--- src/rtl/syntzulu_spike_pkg.sv ---
// Shared spike-link helpers for the p2s serializer and the s2p deserializer.
// Defines the wire bit order and the counter-width helper.
package syntzulu_spike_pkg;

  // Groups travel most-significant spike first on the serial wire.
  localparam bit MSB_FIRST = 1'b1;

  function automatic int clogb2(input int value);
    int v;
    int r;
    r = 0;
    v = value;
    while (v > 0) begin
      r++;
      v = v >> 1;
    end
    if (r == 0) r = 1;
    return r;
  endfunction

endpackage

--- src/rtl/p2s.sv ---
// Parallel-to-serial spike serializer with a one-entry hold buffer.
// Optional macro P2S_ZERO_SKIP_EN drops all-zero groups and pulses skip instead.
module p2s
  import syntzulu_spike_pkg::*;
#(
  parameter int P = 2
) (
  input  logic         clk,
  input  logic         rst,
  input  logic [P-1:0] spike_p,
  input  logic         in_valid,
  output logic         in_ready,
  input  logic         stall,
  output logic         spike_s,
  output logic         en_out,
  output logic         last,
  output logic         active_group,
  output logic         skip
);

  localparam int            CW       = clogb2(P - 1);
  localparam logic [CW-1:0] CNT_LAST = CW'(P - 1);

  logic [P-1:0]  sr_q, sr_d, hold_q, hold_d;
  logic          sr_full_q, sr_full_d, sr_act_q, sr_act_d;
  logic          hold_full_q, hold_full_d, hold_act_q, hold_act_d;
  logic [CW-1:0] cnt_q, cnt_d;
  logic          spike_s_q, spike_s_d, en_out_q, en_out_d;
  logic          last_q, last_d, active_group_q, active_group_d;
  logic          skip_q, skip_d;

  logic hs, zero_drop, take, emit, group_end;

  // A zero group is still handshaked normally; it is just never stored.
`ifdef P2S_ZERO_SKIP_EN
  assign zero_drop = ~|spike_p;
`else
  assign zero_drop = 1'b0;
`endif

  assign hs        = in_valid & ~hold_full_q;
  assign take      = hs & ~zero_drop;
  assign emit      = sr_full_q & ~stall;
  assign group_end = emit & (cnt_q == CNT_LAST);

  always_comb begin
    sr_d           = sr_q;
    sr_full_d      = sr_full_q;
    sr_act_d       = sr_act_q;
    hold_d         = hold_q;
    hold_full_d    = hold_full_q;
    hold_act_d     = hold_act_q;
    cnt_d          = cnt_q;
    spike_s_d      = 1'b0;
    en_out_d       = 1'b0;
    last_d         = 1'b0;
    active_group_d = 1'b0;
    skip_d         = hs & zero_drop;

    if (emit) begin
      spike_s_d      = MSB_FIRST ? sr_q[P-1] : sr_q[0];
      en_out_d       = 1'b1;
      last_d         = group_end;
      active_group_d = sr_act_q;
      sr_d           = MSB_FIRST ? (sr_q << 1) : (sr_q >> 1);
      cnt_d          = cnt_q + 1'b1;
    end

    // Hold always wins the reload; in_ready is low whenever hold is full.
    if (group_end) begin
      cnt_d = '0;
      if (hold_full_q) begin
        sr_d        = hold_q;
        sr_act_d    = hold_act_q;
        hold_full_d = 1'b0;
      end else if (take) begin
        sr_d     = spike_p;
        sr_act_d = |spike_p;
      end else begin
        sr_full_d = 1'b0;
      end
    end else if (take) begin
      if (!sr_full_q) begin
        sr_d      = spike_p;
        sr_act_d  = |spike_p;
        sr_full_d = 1'b1;
      end else begin
        hold_d      = spike_p;
        hold_act_d  = |spike_p;
        hold_full_d = 1'b1;
      end
    end
  end

  always_ff @(posedge clk) begin
    if (rst) begin
      sr_q           <= '0;
      sr_full_q      <= 1'b0;
      sr_act_q       <= 1'b0;
      hold_q         <= '0;
      hold_full_q    <= 1'b0;
      hold_act_q     <= 1'b0;
      cnt_q          <= '0;
      spike_s_q      <= 1'b0;
      en_out_q       <= 1'b0;
      last_q         <= 1'b0;
      active_group_q <= 1'b0;
      skip_q         <= 1'b0;
    end else begin
      sr_q           <= sr_d;
      sr_full_q      <= sr_full_d;
      sr_act_q       <= sr_act_d;
      hold_q         <= hold_d;
      hold_full_q    <= hold_full_d;
      hold_act_q     <= hold_act_d;
      cnt_q          <= cnt_d;
      spike_s_q      <= spike_s_d;
      en_out_q       <= en_out_d;
      last_q         <= last_d;
      active_group_q <= active_group_d;
      skip_q         <= skip_d;
    end
  end

  assign in_ready     = ~hold_full_q;
  assign spike_s      = spike_s_q;
  assign en_out       = en_out_q;
  assign last         = last_q;
  assign active_group = active_group_q;
  assign skip         = skip_q;

endmodule

--- config.mk ---
export PLATFORM = sky130hd
export DESIGN_NAME = p2s
export DESIGN_NICKNAME = d
export VERILOG_FILES = /design/src/rtl/syntzulu_spike_pkg.sv /design/src/rtl/p2s.sv
export SDC_FILE = /design/constraint.sdc
export NUM_CORES = 1
export LEC_CHECK = 0
export BUFFER_PORTS_ARGS = -buffer_cell sky130_fd_sc_hd__buf_2
export CAP_MARGIN = 20
export CELL_PAD_IN_SITES_DETAIL_PLACEMENT = 0
export CELL_PAD_IN_SITES_GLOBAL_PLACEMENT = 2
export CORE_ASPECT_RATIO = 0.7
export CORE_MARGIN = 5
export CORE_UTILIZATION = 34
export DETAILED_ROUTE_END_ITERATION = 7
export GPL_ROUTABILITY_DRIVEN = 0
export PLACE_DENSITY = 0.83
export RECOVER_POWER = 100
export REMOVE_ABC_BUFFERS = 1
export SYNTH_ARGS = -nofsm -noshare
export SYNTH_HDL_FRONTEND = slang
export SYNTH_SLANG_ARGS = --single-unit
--- constraint.sdc ---
create_clock -name clk -period 4.35 [get_ports clk]
set_input_delay 0 -clock clk [delete_from_list [all_inputs] [get_ports clk]]
set_output_delay 0 -clock clk [all_outputs]
set_load 0.005 [all_outputs]
==> reports/qor.csv <==
metric,value,unit
vias per cell,4.76,
largest net degree at the start of global routing,12,
Worst Setup EP,sr_act_q$_SDFFE_PP0P_,
number of cells on the worst reg-to-reg path,5,
CTS buffer count,3,
Die Y-Extent,46.8,microns
Worst setup SP type,flip-flop,
first-iteration detailed-routing DRC count,6,
setup TNS,0,ns
Yosys warnings,0,
crit path DAT,1.80,ns
post-synthesis cell type count,31,
Setup crit start,sr_full_q$_SDFFE_PP0P_,
hold buffer count at cts,0,
maximum root-to-sink buffer count,2,
final wirelength,1.20,mm
core area,0.00185,sq mm
"most common cell after layout, fill and taps aside",dfxtp_1,
Achievable Freq,0.611,GHz
Top Ports,12,
antenna violations before repair,0,
Synth Flop Type,dfxtp_1,
die footprint,0.00293,sq mm
critical path type,flip-flop to flip-flop,
Root Buffer Master,clkbuf_4,
post-CTS sizing,0,
most frequent cells in the layout,"dfxtp_1, nor2_1, buf_2",
sequential area share after synthesis,39.5,%
status,completed,
ant diodes,0,
Required @ worst endpoint,4.51,ns
clk sinks,13,
first-pass GRT wire length,1.93,mm
fin. max-slew vios,0,
Antenna Nets Post-Route,0,
post-layout power,245,uW
Starting Density,35.6,%
nets,86,
Syn Area/Cell,9.70,sq um
DRC viols,0,
CTS tree,done,
VDD IR max,0.242,mV
Post-DP HPWL,935,microns
DR vias,476,
H-tree Lvls,1,
Sw Share,26.5,%
Clock Pin Slew Worst Setup and Hold Paths,0.08,ns
ranking of synthesized cells by area,"dfxtp_1, mux2i_1, nor2_1, mux2_4, nand4b_4",
Final Hold Fails,0,
Final setup viols,0,
Post-Synthesis Cell Area,659,sq um
Crit. End Element,flip-flop,
Clock Power Share,30.0,%
worst reg2reg endpoint,sr_act_q$_SDFFE_PP0P_,
Yosys top cell area share,39.5,%
Initial DRT Pass Iterations,4,
fin crit share,37.7,%
Net Switching,64.9,uW
Max-Cap Viols,0,
most area-hungry cell type in the Yosys netlist,dfxtp_1,
Syn Inst Count,68,
port bufs,10,
Total Routing Usage GR,8.96,%
Post-CTS Setup Bufs,0,
Seq pwr share,55.6,%
total power per unit cell area,345,mW/mm^2
#FFs+latches synth,13,
worst skew pair latency,0.27,ns
Comb power frac,14.4,%
Site Rows,13,
Internal Dissipation,180,uW
r2r setup slk,2.71,ns
die width,62.6,microns
Setup WS pre-CTS,2.74,ns
r2r startpoint,sr_full_q$_SDFFE_PP0P_,
drt wl/cell,12.0,microns
static leakage,0.000345,uW
min Tclk post-route,1.64,ns
Post-synth EDFFs,0,
Final Skew,0.00235,ns
GRT Residual Overflow,0,
crit-path max FO,11,
setup ws final,2.71,ns
Finished Core Util,38.2,%
Area Overhead vs Synth,7.40,%
Async SR Flop Fraction,0,%
vias in the first global route,403,
RSZ-0062 raised after global routing,false,
layout cells sized above 1,23.1,%
class of the worst hold path,input port to flip-flop,
## sequential cells by signal, indices dropped and copies added, names as in the netlist
name and flops:
hold_full_q 1, hold_act_q 1, hold_q 2, sr_full_q 1
sr_q 2, sr_act_q 1, last 1, spike_s 1
cnt_q 1, en_out 1, active_group 1
## cell families after synthesis
group / Yosys count / synth area share, %
AND/OR/NAND/NOR: 22 / 21.6
AO/OA/AOI/OAI: 13 / 13.1
flip-flops: 13 / 39.5
buffers and inverters: 9 / 7.97
multiplexers: 8 / 14.0
adder cells (fa/ha/maj): 1 / 1.90
other: 1 / 0.569
XOR/XNOR: 1 / 1.33
## power groups by stage
stage	Sequential (uW)	Combinational, uW	Clock [uW]
floorplan	138	27.1	0
global placement	140	37.7	0
detailed placement	140	37.6	0
CTS	137	37.8	78.9
global route	138	39.8	87.7
finish	136	35.2	73.4
## synthesized netlist by cell type (2+ instances only)
| master | instances |
|---|---|
| nor2_1 | 9 |
| o21ai_0 | 3 |
| nand2_1 | 3 |
| buf_6 | 2 |
| and2_1 | 2 |
| inv_1 | 4 |
| a21oi_1 | 4 |
| mux2_4 | 2 |
| mux2i_1 | 4 |
| dfxtp_1 | 13 |
| mux2_2 | 2 |
## layer usage
metal / up-vias / part of all wire, % / routed length (microns) / track usage (%)
li1: 253 / - / - / -
met1: 213 / 59 / 705 / 12.9
met2: 10 / 36 / 435 / 11.6
met3: 0 / 5.0 / 60 / 5.74
met5: - / 0 / 0 / 0
met4: 0 / 0 / 0 / 0
## cell type report
| cell class | count | area (sq um) |
|---|---|---|
| sequential | 13 | 260 |
| multi-input combinational | 46 | 329 |
| inverter | 5 | 18.8 |
| tap | 22 | 27.5 |
| fill | 198 | 1150 |
| timing repair buffer | 10 | 46.3 |
| clock buffer | 4 | 26.3 |
## per-stage QoR
stage,area (sq um),hold WS [ns],cells
2_1_floorplan,626,0.0691,64
3_3_place_gp,703,0.300,96
3_5_place_dp,703,0.303,96
4_1_cts,729,0.00912,100
5_1_grt,708,0.0159,100
6_report,708,0.0196,100
## critical path, stage by stage, from the launching register on
cell,delay (ns)
dfxtp_1,0.58
nand3b_2,0.19
ha_1,0.24
a211oi_1,0.24
mux2i_1,0.22
nor2_1,0.05
## worst min-delay path by stage
stage	startpoint	endpoint	slack [ns]	cells after the start
after floorplan	rst	sr_full_q$_SDFFE_PP0P_	0.07	1
after global placement	spike_p[0]	hold_q[0]$_SDFFE_PP0P_	0.30	3
after detailed placement	spike_p[0]	hold_q[0]$_SDFFE_PP0P_	0.30	3
after CTS	spike_p[0]	hold_q[0]$_SDFFE_PP0P_	0.009	3
after global routing	spike_p[0]	hold_q[0]$_SDFFE_PP0P_	0.02	3
final	spike_p[0]	hold_q[0]$_SDFFE_PP0P_	0.02	3
Power figures use the tool's default switching activity.
